--- src/rtl/vga_fb_pkg.sv ---
// Shared widths, frame size and arbiter state for the
// VGA frame-buffer arbiter slice.
package vga_fb_pkg;

  localparam int ADDR_W       = 19;
  localparam int DATA_W       = 24;
  localparam int FRAME_PIXELS = 307200;

  localparam int R_HI = 23;
  localparam int R_LO = 16;
  localparam int G_HI = 15;
  localparam int G_LO = 8;
  localparam int B_HI = 7;
  localparam int B_LO = 0;

  typedef enum logic [1:0] {
    IDLE,
    FILL,
    RUN
  } arb_state_e;

endpackage

--- src/rtl/vga_fb_if.sv ---
// Writer request port and single-port SRAM bus used by
// the frame-buffer arbiter.
interface vga_fb_wr_if
  import vga_fb_pkg::*;
();
  logic              valid;
  logic [ADDR_W-1:0] addr;
  logic [DATA_W-1:0] data;
  logic              ready;

  modport master (
    output valid, addr, data,
    input  ready
  );
  modport slave (
    input  valid, addr, data,
    output ready
  );
endinterface

interface vga_fb_sram_if
  import vga_fb_pkg::*;
();
  logic [ADDR_W-1:0] addr;
  logic              we;
  logic [DATA_W-1:0] wdata;
  logic [DATA_W-1:0] rdata;

  modport master (
    output addr, we, wdata,
    input  rdata
  );
  modport slave (
    input  addr, we, wdata,
    output rdata
  );
endinterface

--- src/rtl/vga_fb_fifo.sv ---
// Scan-out prefetch FIFO: push/pop/flush with occupancy.
// Flush wins over push and pop; pop on empty is ignored.
module vga_fb_fifo #(
  parameter int DEPTH = 8,
  parameter int W     = 24
) (
  input  logic                   i_clk,
  input  logic                   i_rst_n,
  input  logic                   i_flush,
  input  logic                   i_push,
  input  logic [W-1:0]           i_wdata,
  input  logic                   i_pop,
  output logic [W-1:0]           o_rdata,
  output logic [$clog2(DEPTH):0] o_count,
  output logic                   o_empty
);

  localparam int PW = $clog2(DEPTH);

  logic [W-1:0]  r_mem [DEPTH];
  logic [PW-1:0] r_wptr;
  logic [PW-1:0] r_rptr;
  logic [PW:0]   r_count;
  logic          w_push;
  logic          w_pop;

  assign w_push = i_push && !i_flush;
  assign w_pop  = i_pop && !i_flush && (r_count != '0);

  always_ff @(posedge i_clk) begin
    if (w_push) r_mem[r_wptr] <= i_wdata;
  end

  always_ff @(posedge i_clk or negedge i_rst_n) begin
    if (!i_rst_n) begin
      r_wptr  <= '0;
      r_rptr  <= '0;
      r_count <= '0;
    end else if (i_flush) begin
      r_wptr  <= '0;
      r_rptr  <= '0;
      r_count <= '0;
    end else begin
      if (w_push) r_wptr <= r_wptr + PW'(1);
      if (w_pop)  r_rptr <= r_rptr + PW'(1);
      unique case (1'b1)
        (w_push && !w_pop): r_count <= r_count + (PW+1)'(1);
        (w_pop && !w_push): r_count <= r_count - (PW+1)'(1);
        default:            r_count <= r_count;
      endcase
    end
  end

  assign o_rdata = r_mem[r_rptr];
  assign o_count = r_count;
  assign o_empty = (r_count == '0);

endmodule

--- src/rtl/vga_fb_arbiter.sv ---
// Shares one frame-buffer SRAM between VGA scan-out
// prefetch reads and a pixel writer.
module vga_fb_arbiter
  import vga_fb_pkg::*;
#(
  parameter int FRAME_PIXELS = vga_fb_pkg::FRAME_PIXELS,
  parameter int FIFO_DEPTH   = 8,
  parameter int LOW_WM       = 3
) (
  input  logic              i_clk,
  input  logic              i_rst_n,
  input  logic              i_frame_start,
  input  logic              i_pix_req,
  output logic [DATA_W-1:0] o_pix,
  output logic              o_underflow,
  vga_fb_wr_if.slave        wr,
  vga_fb_sram_if.master     sram
);

  localparam int CW = $clog2(FIFO_DEPTH) + 1;
  localparam logic [CW-1:0]     LP_DEPTH = CW'(FIFO_DEPTH);
  localparam logic [CW-1:0]     LP_LOW   = CW'(LOW_WM);
  localparam logic [ADDR_W-1:0] LP_LAST  = ADDR_W'(FRAME_PIXELS);

  arb_state_e        r_state;
  arb_state_e        w_next;
  logic [ADDR_W-1:0] r_rd_addr;
  logic              r_inflight;
  logic              r_underflow;
  logic [DATA_W-1:0] r_pix;

  logic [CW-1:0]     w_occ;
  logic [CW-1:0]     w_level;
  logic [CW-1:0]     w_space;
  logic [DATA_W-1:0] w_head;
  logic              w_empty;
  logic              w_more;
  logic              w_rd;
  logic              w_rdy;
  logic              w_wr_go;

  assign w_level = w_occ + CW'(r_inflight);
  assign w_space = LP_DEPTH - w_level;
  assign w_more  = (r_rd_addr < LP_LAST);

  vga_fb_fifo #(
    .DEPTH (FIFO_DEPTH),
    .W     (DATA_W)
  ) u_fifo (
    .i_clk   (i_clk),
    .i_rst_n (i_rst_n),
    .i_flush (i_frame_start),
    .i_push  (r_inflight),
    .i_wdata (sram.rdata),
    .i_pop   (i_pix_req),
    .o_rdata (w_head),
    .o_count (w_occ),
    .o_empty (w_empty)
  );

  always_comb begin
    w_next = r_state;
    w_rd   = 1'b0;
    w_rdy  = 1'b0;
    unique case (r_state)
      IDLE: w_rdy = 1'b1;
      FILL: begin
        if (w_level == LP_DEPTH || !w_more) w_next = RUN;
        else                                w_rd   = 1'b1;
      end
      RUN: begin
        if (w_level < LP_LOW && w_more) begin
          w_rd = 1'b1;
        end else begin
          w_rdy = 1'b1;
          if (!wr.valid && w_space != '0 && w_more)
            w_rd = 1'b1;
        end
        if (!w_more && w_empty && !r_inflight)
          w_next = IDLE;
      end
      default: w_next = IDLE;
    endcase
    // A restart drops any read that would land in the flushed FIFO
    if (i_frame_start) begin
      w_next = FILL;
      w_rd   = 1'b0;
    end
  end

  assign w_wr_go    = i_rst_n && w_rdy && wr.valid;
  assign wr.ready   = i_rst_n && w_rdy;
  assign sram.we    = w_wr_go;
  assign sram.addr  = w_wr_go ? wr.addr : r_rd_addr;
  assign sram.wdata = w_wr_go ? wr.data : '0;

  always_ff @(posedge i_clk or negedge i_rst_n) begin
    if (!i_rst_n) begin
      r_state     <= IDLE;
      r_rd_addr   <= '0;
      r_inflight  <= 1'b0;
      r_pix       <= '0;
      r_underflow <= 1'b0;
    end else begin
      r_state    <= w_next;
      r_inflight <= w_rd;
      if (i_frame_start) r_rd_addr <= '0;
      else if (w_rd)     r_rd_addr <= r_rd_addr + ADDR_W'(1);
      if (i_pix_req) r_pix <= w_empty ? '0 : w_head;
      if (i_frame_start)
        r_underflow <= 1'b0;
      else if (i_pix_req && w_empty)
        r_underflow <= 1'b1;
    end
  end

  assign o_pix       = r_pix;
  assign o_underflow = r_underflow;

endmodule
--- src/flat_wrapper.sv ---
// flat-port wrapper written by rule: the top's interface ports become plain ports
module vga_fb_arbiter_flat import vga_fb_pkg::*;
#(
  parameter int FRAME_PIXELS = vga_fb_pkg::FRAME_PIXELS,
  parameter int FIFO_DEPTH   = 8,
  parameter int LOW_WM       = 3
)
  (i_clk, i_rst_n, i_frame_start, i_pix_req, o_pix, o_underflow, wr_valid, wr_addr, wr_data, wr_ready, sram_addr, sram_we, sram_wdata, sram_rdata);
  vga_fb_wr_if wr_i ();
  vga_fb_sram_if sram_i ();
  input  logic i_clk;
  input  logic i_rst_n;
  input  logic i_frame_start;
  input  logic i_pix_req;
  output logic [DATA_W-1:0] o_pix;
  output logic o_underflow;
  input wire logic [$bits(wr_i.valid)-1:0] wr_valid;
  input wire logic [$bits(wr_i.addr)-1:0] wr_addr;
  input wire logic [$bits(wr_i.data)-1:0] wr_data;
  output wire logic [$bits(wr_i.ready)-1:0] wr_ready;
  output wire logic [$bits(sram_i.addr)-1:0] sram_addr;
  output wire logic [$bits(sram_i.we)-1:0] sram_we;
  output wire logic [$bits(sram_i.wdata)-1:0] sram_wdata;
  input wire logic [$bits(sram_i.rdata)-1:0] sram_rdata;
  assign wr_i.valid = wr_valid;
  assign wr_i.addr = wr_addr;
  assign wr_i.data = wr_data;
  assign wr_ready = wr_i.ready;
  assign sram_addr = sram_i.addr;
  assign sram_we = sram_i.we;
  assign sram_wdata = sram_i.wdata;
  assign sram_i.rdata = sram_rdata;
  vga_fb_arbiter #(.FRAME_PIXELS(FRAME_PIXELS), .FIFO_DEPTH(FIFO_DEPTH), .LOW_WM(LOW_WM)) u_core (.i_clk(i_clk), .i_rst_n(i_rst_n), .i_frame_start(i_frame_start), .i_pix_req(i_pix_req), .o_pix(o_pix), .o_underflow(o_underflow), .wr(wr_i), .sram(sram_i));
endmodule
--- config.mk ---
export PLATFORM = sky130hd
export DESIGN_NAME = vga_fb_arbiter_flat
export DESIGN_NICKNAME = d
export VERILOG_FILES = /design/src/rtl/vga_fb_pkg.sv /design/src/rtl/vga_fb_if.sv /design/src/rtl/vga_fb_fifo.sv /design/src/rtl/vga_fb_arbiter.sv /design/src/flat_wrapper.sv
export SDC_FILE = /design/constraint.sdc
export NUM_CORES = 1
export LEC_CHECK = 0
export BUFFER_PORTS_ARGS = -buffer_cell sky130_fd_sc_hd__buf_2
export CAP_MARGIN = 20
export CORE_MARGIN = 1.5
export CORE_UTILIZATION = 45
export DETAILED_ROUTE_END_ITERATION = 7
export PLACE_DENSITY_LB_ADDON = 0.1
export SLEW_MARGIN = 0
export SYNTH_ARGS = -nofsm -noshare
export SYNTH_HDL_FRONTEND = slang
export SYNTH_SLANG_ARGS = --single-unit
export TNS_END_PERCENT = 20
--- constraint.sdc ---
create_clock -name i_clk -period 4.55 [get_ports i_clk]
set_clock_uncertainty 0.2 [all_clocks]
set_input_delay 0.455 -clock i_clk [delete_from_list [all_inputs] [get_ports i_clk]]
set_output_delay 0.455 -clock i_clk [all_outputs]
set_load 0.05 [all_outputs]
==> run metrics, run 1 <==
basic-gate share of the synthesized area counting and, or, nand and nor cells=6.18%; sum of net half-perimeters after detailed placement=13400 um; via count normalized by instance count=5.39; number of iterations in the first detailed-routing pass=4; type of destination of the critical path=output port; cell types with the largest area share after synthesis=edfxtp_1, dfrtp_1, mux4_2, mux2i_1, mux2_4; share of flip-flops with an asynchronous set or reset after synthesis=22.9%; reg2reg path depth=8; dominant combinational cell family by area after synthesis=multiplexers; Crit path buffers/inverters=1; Setup TNS Final=0 ns; clock tree from TritonCTS=built; area of combinational cells with multiple inputs=3130 um^2; achievable frequency=252 MHz; Cells after Synth=597; data required time at the worst endpoint=3.89 ns; area of the die=24300 um^2; critical path launch point type=flip-flop; number of gates on the worst path with buffers counted=9; Sinks on Clock Net=249; number of input and output port buffers inserted=141; post-synthesis adder-cell area fraction=1.38%; number of CTS-inserted buffers=26; maximum level of the CTS H-tree=1; setup repair after global routing missed its margin=false; worst skew pair latency=0.51 ns; final number of setup-violating endpoints=0; buffers from clock root to sink, at most=3; Core Area=22800 um^2; post-route fraction of the period consumed by the critical path=87.3%; crit-path cells=ha_1 -> ha_1 -> or2_1 -> o22a_1 -> o31a_1 -> o21a_4 -> and2_4 -> mux2_4 -> buf_2; critical path's largest stage delay=0.49 ns; number of antenna violations at the first check in global routing=0; overall routing resource usage=18.8%; total gr overflow=0; post-synthesis cell area=10500 um^2; number of enable flip-flop cells after synthesis=192; compound-gate portion of the synthesized area=4.19%; global-route wire length before repair=34700 um; die span in x=156 um; portion of synthesized cell area occupied by the leading cell type=54.9%; mean instance size in the synthesized netlist=17.6 um^2; number of nets in the synthesized netlist=680; number of max-cap violations=0; CP Max Fanout=26; non-filler cells in the finished layout=1089; kind of path behind the tightest hold check=input port to asynchronous set/reset pin; Yosys Warn Count=0; crit path max-delay cell type=dfrtp_1; Post-Synth XOR/XNOR Area=1.08%; minimum clock period after layout=3.97 ns; total routed wirelength=22400 um; library cell appearing most often on the critical path=ha_1; leak pwr=4.81 nW; library cell used as clock root buffer=clkbuf_16; # Post-CTS Setup Buffers=0; row count=55; violated checks=hold timing; signed area change from the synthesized netlist to the final layout=19.4%; post-synthesis register bit count=249; clock edge transition at the registers on the reported setup and hold paths=0.06 ns; family with the most delay on the worst path=compound AO/OA/AOI/OAI gates; placer's final routability congestion estimate=0.770; number of violations reported at the end of detailed-routing iteration 0=320; power density of the placed cells=516 nW/um^2; Final Hold Violating Endpoints=8; initial cell density of the core=46.1%; Vias=5869; worst vdd ir=316 uV; main flop type after synthesis=edfxtp_1; fraction of layout cells with a size suffix above 1=35.7%; Post-DRT Antenna Nets=0; Ant. Diodes=0; multiplexer fraction of the synthesized cell area=16.7%; storage element area=7200 um^2; WL/cell=20.5 um; Remaining DRCs=0; worst setup path category=flip-flop to output port; post_cts resized=0; Slew @ Worst Pin=0.998 ns; critical path data arrival time=3.32 ns; distinct cell type count of the synthesized netlist=56; via count of the first global-routing pass=6090; number of filler cells placed in the layout=1818; Max Slew Vio Count=0; cell type with the largest total area after synthesis=edfxtp_1; die boundary height=156 um; number of cells in the design after placement=1032; hold slack=-0.0120 ns; portion of the post-synthesis area used by sequential elements=68.5%; worst max-slew margin expressed relative to the limit=33.4%; net count of the finished layout=839; maximum number of pins on one net before global-route repair=58; result of the run=complete, but fails checks; count of hold-fix buffers inserted at cts=8; top-level I/O count=142
==> layout make-up <==
cell class / count / area share, %
well taps: 313 / 3.12
clock inverters: 4 / 0.559
inverters: 9 / 0.269
clock buffers: 44 / 6.14
multi-input cells: 304 / 25.0
repair buffers: 166 / 7.54
flip-flops and latches: 249 / 57.4
==> registers in the layout, indices dropped and copies added, names as in the netlist <==
| register | cells |
|---|---|
| u_core.o_pix | 24 |
| u_core.o_underflow | 1 |
| u_core.r_inflight | 1 |
| u_core.r_rd_addr | 19 |
| u_core.r_state | 2 |
| u_core.u_fifo.o_count | 4 |
| u_core.u_fifo.r_mem | 192 |
| u_core.u_fifo.r_rptr | 3 |
| u_core.u_fifo.r_wptr | 3 |
==> cells by family after synthesis <==
kind of cell | after synthesis
flip-flops | 249
AND/OR/NAND/NOR | 122
multiplexers | 105
AO/OA/AOI/OAI | 53
buffers and inverters | 44
XOR/XNOR | 13
adder cells (fa/ha/maj) | 11
==> synthesized netlist by cell type (all sizes together) (10+ instances only) <==
library cell / n
buf: 18
ha: 10
xnor2: 10
clkbuf: 17
and3: 29
o2bb2ai: 24
nor2: 40
nor2b: 12
mux2i: 30
edfxtp: 192
mux2: 27
mux4: 48
dfrtp: 57
nand2: 11
==> cell usage in the layout (no fill, tap or decap), types with 11 or more instances in the layout <==
cell type	count
edfxtp_1	192
mux2i_1	30
dfrtp_1	55
clkbuf_1	14
buf_4	15
nor2_1	34
clkbuf_16	27
nor2b_1	12
buf_2	141
mux4_2	48
and3_1	29
mux2_4	19
nand2_1	11
o2bb2ai_1	24
==> where the power goes <==
part | internal, mW | total, mW | switching [mW]
sequential | 2.63 | 2.79 | 0.159
combinational | 0.606 | 1.62 | 1.02
clock | 1.26 | 2.06 | 0.803
==> worst paths after layout <==
path	startpoint	slack, ns	endpoint
min	i_rst_n	-0.01	u_core.r_rd_addr[8]
max reg2reg	u_core.r_inflight	1.44	u_core.r_rd_addr[10]
max in group asynchronous	i_rst_n	3.54	u_core.u_fifo.r_rptr[0]
min in group i_clk	sram_rdata[16]	0.02	u_core.u_fifo.r_mem[1][16]
max	u_core.r_inflight	0.58	sram_addr[11]
min reg2reg	u_core.o_pix[15]	0.28	u_core.o_pix[15]
==> stage by stage <==
stage | hold slack [ns] | cell area (um^2) | total power [mW] | utilization (%) | setup slack [ns]
6_report | -0.0120 | 12500 | 6.47 | 55.1 | 0.577
5_1_grt | 0.0148 | 12500 | 6.78 | 55.1 | 0.437
4_1_cts | 0.000355 | 12500 | 6.54 | 54.9 | 0.550
3_5_place_dp | 0.268 | 11600 | 4.45 | 50.9 | 1.12
3_3_place_gp | 0.268 | 11600 | 4.42 | 50.8 | 1.19
2_1_floorplan | -0.0406 | 10500 | 4.06 | - | 0.622
==> per-layer routing <==
metal | GRT usage [%] | part of all wire [%] | vias to the layer above | wire length, um
met5 | 0 | 0 | - | 0
met4 | 3.95 | 0.93 | 0 | 209
met3 | 2.94 | 4.5 | 19 | 1000
met2 | 33.8 | 51 | 169 | 11500
met1 | 24.3 | 43 | 3014 | 9640
li1 | - | - | 2667 | -
Note: power is estimated with default switching activity, not from simulation.
==> run 2: changes to the inputs <==
SYNTH_HIERARCHICAL = 1   (was not set)
==> run 2 against run 1 <==
  * The flow now finishes without violations
  * Worst hold slack improved by 0.020 ns
  * Count of clock-buffer cells in the layout decreased by 14
  * Combinational power decreased by 5%
  * Clock power increased by 5%
  * Synthesized cell count increased by 9.4%
  * Critical path type unchanged
  * Largest power group unchanged
==> run metrics, run 2 <==
fraction of layout cells with a size suffix above 1=37.5% (was 35.7%); number of antenna violations at the first check in global routing=0 (unchanged); result of the run=finished clean (was complete, but fails checks); setup repair after global routing missed its margin=false (unchanged); worst max-slew margin expressed relative to the limit=31.2% (was 33.4%); post-synthesis register bit count=249 (unchanged); critical path data arrival time=3.05 ns (was 3.32 ns); most used cells in the layout excluding fill and tap cells=edfxtp_1, buf_2, dfrtp_1 (unchanged); reg2reg path depth=8 (unchanged); destination of the worst register-to-register timing path=u_core/u_fifo/o_count[3] (was u_core.r_rd_addr[10]); total routed wirelength=22500 um (was 22400 um); Sinks on Clock Net=249 (unchanged); CP Max Fanout=42 (was 26); Worst Slack Setup Final=0.845 ns (was 0.577 ns); die boundary height=157 um (was 156 um); Remaining DRCs=0 (unchanged); Vias=6217 (was 5869); max FFs per register=192 (unchanged); Core Area=23500 um^2 (was 22800 um^2); destination of the worst hold path=u_core/u_fifo/r_mem[0][11]; number of nets in the synthesized netlist=737 (was 680); area of the die=24800 um^2 (was 24300 um^2); Post-DRT Antenna Nets=0 (unchanged); kind of path behind the tightest hold check=input port to flip-flop (was input port to asynchronous set/reset pin); Max Slew Vio Count=0 (unchanged); maximum level of the CTS H-tree=1 (unchanged); cell types with the largest area share after synthesis=edfxtp_1, dfrtp_1, mux4_2, mux2_2, nand3b_1 (was edfxtp_1, dfrtp_1, mux4_2, mux2i_1, mux2_4); number of max-cap violations=0 (unchanged); commonest cells in the netlist=edfxtp_1, dfrtp_1, mux4_2, mux2_2, inv_1 (was edfxtp_1, dfrtp_1, mux4_2, nor2_1, mux2i_1); # Post-CTS Setup Buffers=0 (unchanged); overall routing resource usage=18.3% (was 18.8%); Setup TNS Final=0 ns (unchanged); data required time at the worst endpoint=3.89 ns (about the same); clock tree from TritonCTS=built (unchanged); signed area change from the synthesized netlist to the final layout=19.4% (about the same); critical path's largest stage delay=0.46 ns (was 0.49 ns); library cell appearing most often on the critical path=ha_1 (unchanged); number of CTS-inserted buffers=27 (was 26); top-level I/O count=142 (unchanged); Cells on Worst Hold Path=1; post-route fraction of the period consumed by the critical path=81.4% (was 87.3%); non-filler cells in the finished layout=1143 (was 1089); number of cells in the design after placement=1083 (was 1032); type of destination of the critical path=output port (unchanged); number of enable flip-flop cells after synthesis=192 (unchanged); portion of synthesized cell area occupied by the leading cell type=53.7% (was 54.9%); cell area reported after detailed placement=11800 um^2 (was 11600 um^2); worst skew pair latency=0.52 ns (was 0.51 ns); main flop type after synthesis=edfxtp_1 (unchanged); distinct cell type count of the synthesized netlist=52 (was 56); Final Hold Violating Endpoints=0 (was 8); top register by number of flip-flops=u_core/u_fifo/r_mem (was u_core.u_fifo.r_mem); placer's final routability congestion estimate=0.756 (was 0.770); crit path max-delay cell type=dfrtp_1 (unchanged); Setup WS pre-CTS=0.856 ns (was 1.12 ns); leak pwr=4.75 nW (was 4.81 nW); mean instance size in the synthesized netlist=16.4 um^2 (was 17.6 um^2); WL/cell=19.7 um (was 20.5 um); global-route wire length before repair=34500 um (was 34700 um); most common cell after layout, fill and taps aside=edfxtp_1 (unchanged); post-synthesis cell area=10700 um^2 (was 10500 um^2); post-route cell area=12800 um^2 (was 12500 um^2); critical path launch point type=flip-flop (unchanged); cell type with the largest total area after synthesis=edfxtp_1 (unchanged); Ant. Diodes=0 (unchanged); via count of the first global-routing pass=6150 (was 6090); initial cell density of the core=45.8% (was 46.1%); via count normalized by instance count=5.44 (was 5.39); setup slack on the worst flop-to-flop path=1.56 ns (was 1.44 ns); share of flip-flops with an asynchronous set or reset after synthesis=22.9% (unchanged); maximum number of pins on one net before global-route repair=59 (was 58); total gr overflow=0 (unchanged); number of violations reported at the end of detailed-routing iteration 0=375 (was 320); buffers from clock root to sink, at most=3 (unchanged); number of iterations in the first detailed-routing pass=5 (was 4); worst setup path category=flip-flop to output port (unchanged); final number of setup-violating endpoints=0 (unchanged); Cells after Synth=653 (was 597); portion of the post-synthesis area used by sequential elements=67.0% (was 68.5%); sum of net half-perimeters after detailed placement=12800 um (was 13400 um); net count of the finished layout=888 (was 839); minimum clock period after layout=3.70 ns (was 3.97 ns); clock edge transition at the registers on the reported setup and hold paths=0.06 ns (about the same); worst vdd ir=343 uV (was 316 uV); origin of the worst min-delay path=sram_rdata[11]; Yosys Warn Count=6 (was 0); Slew @ Worst Pin=1.03 ns (was 0.998 ns); number of input and output port buffers inserted=141 (unchanged); Reg-to-Reg Start=u_core/u_fifo/o_count[1] (was u_core.r_inflight); row count=56 (was 55); most used standard cell by instance count after synthesis=edfxtp_1 (unchanged); number of filler cells placed in the layout=1912 (was 1818); power density of the placed cells=505 nW/um^2 (was 516 nW/um^2); library cell used as clock root buffer=clkbuf_16 (unchanged); achievable frequency=270 MHz (was 252 MHz); die span in x=157 um (was 156 um); crit-path cells=ha_1 -> ha_1 -> a221oi_2 -> a21boi_0 -> o211a_1 -> buf_16 -> mux2_2 -> buf_2 (was ha_1 -> ha_1 -> or2_1 -> o22a_1 -> o31a_1 -> o21a_4 -> and2_4 -> mux2_4 -> buf_2); hold slack=0.00749 ns (was -0.0120 ns)
==> run 2: cell types whose count changed after synthesis, moves of 13 or more <==
cell,change
mux2i_1,-25
inv_1,+23
nand3b_1,+24
and3_1,-26
and2_1,+22
o2bb2ai_1,-24
nor2_1,-15
o21ai_0,+27
a21oi_1,+13
mux2_2,+35
==> run 2: worst max path at each step <==
stage                                        start              to  slack [ns]
after detailed placement         u_core/r_inflight   sram_addr[17]        0.86
after global routing      u_core/u_fifo/o_count[0]   sram_addr[15]        0.68
final                            u_core/r_inflight   sram_addr[14]        0.85
after CTS                        u_core/r_inflight   sram_addr[14]        0.31
after global placement           u_core/r_inflight   sram_addr[16]        1.03
after floorplan                  u_core/r_inflight  sram_wdata[14]        1.18
==> run 2: where the power goes <==
group / internal, mW / total (mW) / switching (mW)
Sequential: 2.62 / 2.76 / 0.143
Clock: 1.32 / 2.17 / 0.859
Combinational: 0.588 / 1.54 / 0.956
Total: 4.52 / 6.48 / 1.96
==> run 2: logic make-up after synthesis <==
logic type	share of synthesized area [%]
buffers and inverters	2.90
and+or+nand+nor	7.92
DFF	67.0
xor gates and xnor gates	0.652
muxes	15.7
adders and majority gates	1.40
AOI/OAI and AO/OA	4.46
==> run 2: repair_timing <==
action	CTS	global route
hold buffers	10	0
endpoints found under the hold margin	81	0
gates resized for setup	0	0
==> run 2: per-layer routing <==
layer,part of all wire (%),up-vias,GRT usage [%]
met5,0,-,0
met4,1.6,0,4.67
met3,4.6,28,2.48
met2,49,185,31.3
met1,45,3158,24.9
li1,-,2846,-
==> run 2: final cells by class <==
type                            count  area (um^2)  share of cell area, %
Sequential cell                   249         7200                   56.1
Clock buffer                       30          687                   5.36
Multi-Input combinational cell    335         3300                   25.8
Inverter                           31          116                  0.907
Timing Repair Buffer              160          913                   7.12
Tap cell                          319          399                   3.11
Clock inverter                     19          208                   1.62
==> run 2: through the flow <==
| stage | power, mW | utilization [%] |
|---|---|---|
| after global routing | 6.77 | 54.6 |
| after global placement | 4.30 | 50.2 |
| after CTS | 6.56 | 54.5 |
| after floorplan | 3.96 | - |
| after detailed placement | 4.36 | 50.3 |
| final | 6.48 | 54.6 |
==> run 2: worst max-delay path, delay by kind of cell (launching register included) <==
kind / cells / cell delay [ns]
AOI/OAI and AO/OA: 3 / 0.79
adders and majority gates: 2 / 0.57
DFF: 1 / 0.46
buffers and inverters: 2 / 0.41
muxes: 1 / 0.28
==> run 3: changes to the inputs <==
clock period = 3.24 ns   (was 4.55 ns; I/O delays follow)
==> run 3 against run 2 <==
  * The flow now finishes with violations (setup timing)
  * Sequential power is 39% higher
  * Highest routed layer unchanged
  * Clock power is 33% higher
  * Combinational power is 56% higher
  * Worst hold slack better by 0.071 ns
  * Via count is 2.6% higher
  * Final cell count is 3.1% higher
  * Register-to-register slack worse by 1.1 ns
  * Sequential share of layout area is 2.0 points lower
==> run metrics, run 3 (synthesis results as in run 2) <==
via count normalized by instance count=5.41 (was 5.44); library cell used as clock root buffer=clkbuf_16 (unchanged); worst setup path category=flip-flop to output port (unchanged); die boundary height=157 um (unchanged); Sinks on Clock Net=249 (unchanged); Final Hold Violating Endpoints=0 (unchanged); achievable frequency=308 MHz; part of the total power dissipated in sequential elements=42.0% (was 42.6%); combinational share of power=26.4% (was 23.8%); worst max-slew margin expressed relative to the limit=43.9% (was 31.2%); total gr overflow=0 (unchanged); switching component of the power=2.75 mW (was 1.96 mW); maximum level of the CTS H-tree=1 (unchanged); Core Area=23500 um^2 (unchanged); initial cell density of the core=45.8% (unchanged); crit-path cells=ha_4 -> ha_4 -> xor2_1 -> a221oi_2 -> a21boi_2 -> o211a_4 -> clkbuf_16 -> mux2_2 -> buf_6 (was ha_1 -> ha_1 -> a221oi_2 -> a21boi_0 -> o211a_1 -> buf_16 -> mux2_2 -> buf_2); Post-DRT Antenna Nets=0 (unchanged); violated checks=setup timing; final number of setup-violating endpoints=3 (was 0); most common cell after layout, fill and taps aside=edfxtp_1 (unchanged); worst vdd ir=437 uV (was 343 uV); buffers from clock root to sink, at most=3 (unchanged); row count=56 (unchanged); placer's final routability congestion estimate=0.754 (was 0.756); number of violations reported at the end of detailed-routing iteration 0=383 (was 375); crit path max-delay cell type=dfrtp_1 (unchanged); sum of net half-perimeters after detailed placement=14100 um (was 12800 um); family with the most delay on the worst path=compound AO/OA/AOI/OAI gates (unchanged); number of antenna violations at the first check in global routing=0 (unchanged); clock tree from TritonCTS=built (unchanged); non-filler cells in the finished layout=1179 (was 1143); Setup TNS Final=-0.00684 ns (was 0 ns); via count of the first global-routing pass=6531 (was 6150); die span in x=157 um (unchanged); CP Max Fanout=6 (was 42); top register by number of flip-flops=u_core/u_fifo/r_mem (unchanged); top-level I/O count=142 (unchanged); signed area change from the synthesized netlist to the final layout=23.8% (was 19.4%); clock edge transition at the registers on the reported setup and hold paths=0.06 ns (about the same); maximum number of pins on one net before global-route repair=59 (unchanged); minimum clock period after layout=3.24 ns; critical path launch point type=flip-flop (unchanged); number of max-cap violations=0 (unchanged); result of the run=complete, but fails checks (was finished clean); type of destination of the critical path=output port (unchanged); Remaining DRCs=0 (unchanged); power density of the placed cells=684 nW/um^2 (was 505 nW/um^2); Switching Share=30.2% (about the same); number of cells in the design after placement=1100 (was 1083); post-route cell area=13300 um^2 (was 12800 um^2); global-route wire length before repair=36300 um (was 34500 um); data required time at the worst endpoint=2.72 ns (was 3.89 ns); most used cells in the layout excluding fill and tap cells=edfxtp_1, buf_2, dfrtp_1 (unchanged); overall routing resource usage=19.4% (was 18.3%); max FFs per register=192 (unchanged); WL/cell=20.3 um (was 19.7 um); critical path data arrival time=2.72 ns (was 3.05 ns); critical path's largest stage delay=0.41 ns (was 0.46 ns); number of input and output port buffers inserted=141 (unchanged); Clock Power Share=31.6% (was 33.5%); setup repair after global routing missed its margin=true (was false); net count of the finished layout=924 (was 888); kind of path behind the tightest hold check=input port to flip-flop (unchanged); leak pwr=4.93 nW (was 4.75 nW); Ant. Diodes=0 (unchanged); library cell appearing most often on the critical path=ha_4 (was ha_1); internal cell power=6.36 mW (was 4.52 mW); area of the die=24800 um^2 (unchanged); fraction of layout cells with a size suffix above 1=38.0% (was 37.5%); total routed wirelength=24000 um (was 22500 um); worst skew pair latency=0.51 ns (was 0.52 ns); post-route fraction of the period consumed by the critical path=100%; Slew @ Worst Pin=0.842 ns (was 1.03 ns); Worst Slack Setup Final=-0.00340 ns (was 0.845 ns); number of CTS-inserted buffers=26 (was 27); cell area reported after detailed placement=12000 um^2 (was 11800 um^2); number of iterations in the first detailed-routing pass=5 (unchanged); Max Slew Vio Count=0 (unchanged); Crit path buffers/inverters=2 (unchanged); Vias=6380 (was 6217)
run 3: path summary, 6_finish.rpt:
check,from,to,slack (ns),depth (start not counted)
max in group asynchronous,i_rst_n,u_core/u_fifo/r_rptr[1],1.86,3
setup / recovery,u_core/r_inflight,sram_addr[13],-0.003,9
setup reg to reg,u_core/r_inflight,u_core/r_rd_addr[7],0.42,7
hold / removal,i_pix_req,u_core/u_fifo/r_rptr[0],0.08,5
hold reg to reg,u_core/o_underflow,u_core/o_underflow,0.30,2
min in group asynchronous,i_rst_n,u_core/r_state[0],0.40,3
run 3: power groups by stage:
| stage | registers, mW | logic [mW] | clock network, mW |
|---|---|---|---|
| after floorplan | 4.21 | 1.35 | 0 |
| after global placement | 3.87 | 2.23 | 0 |
| after global routing | 3.85 | 2.59 | 3.08 |
| after CTS | 3.82 | 2.38 | 2.96 |
| final | 3.83 | 2.40 | 2.88 |
| after detailed placement | 3.88 | 2.30 | 0 |
run 3: per-stage QoR:
step,setup slack [ns],hold WS [ns],power [mW],util (%)
final,-0.00340,0.0789,9.10,56.7
after global routing,-0.0903,0.123,9.53,56.7
after CTS,-0.0247,0.0674,9.16,56.2
after detailed placement,0.256,0.284,6.18,51.0
after global placement,0.371,0.278,6.10,50.9
after floorplan,0.0705,-0.172,5.56,-
run 3: per-layer routing:
layer	track usage (%)	vias up	routed length [um]
li1	-	2910	-
met1	24.6	3234	9910
met2	34.4	209	12500
met3	3.36	27	1250
met4	5.21	0	352
met5	0	-	0
run 3: final cells by class:
class                   instances  area [um^2]
clock buffers                  38          737
clock inverters                10         98.8
fillers                      1846        10200
inverters                      31          116
multi-input cells             335         3310
flip-flops and latches        249         7200
well taps                     319          399
repair buffers                197         1440
run 3: timing repair:
item | in CTS | in global routing
endpoints found under the hold margin | 255 | 0
hold buffers | 26 | 0
pin swaps | 1 | 3
buffers inserted | 1 | 1
gates resized for setup | 43 | 6
setup endpoints to repair | 44 | 20
gates cloned | 0 | 3
run 3: worst register-to-register path, cell delays in order (launching register included):
cell and delay (ns):
dfrtp_1 0.41, ha_4 0.19, ha_4 0.15, xor2_1 0.19, nand4b_1 0.19, nand3_1 0.55
or4_1 0.69, a21oi_1 0.16
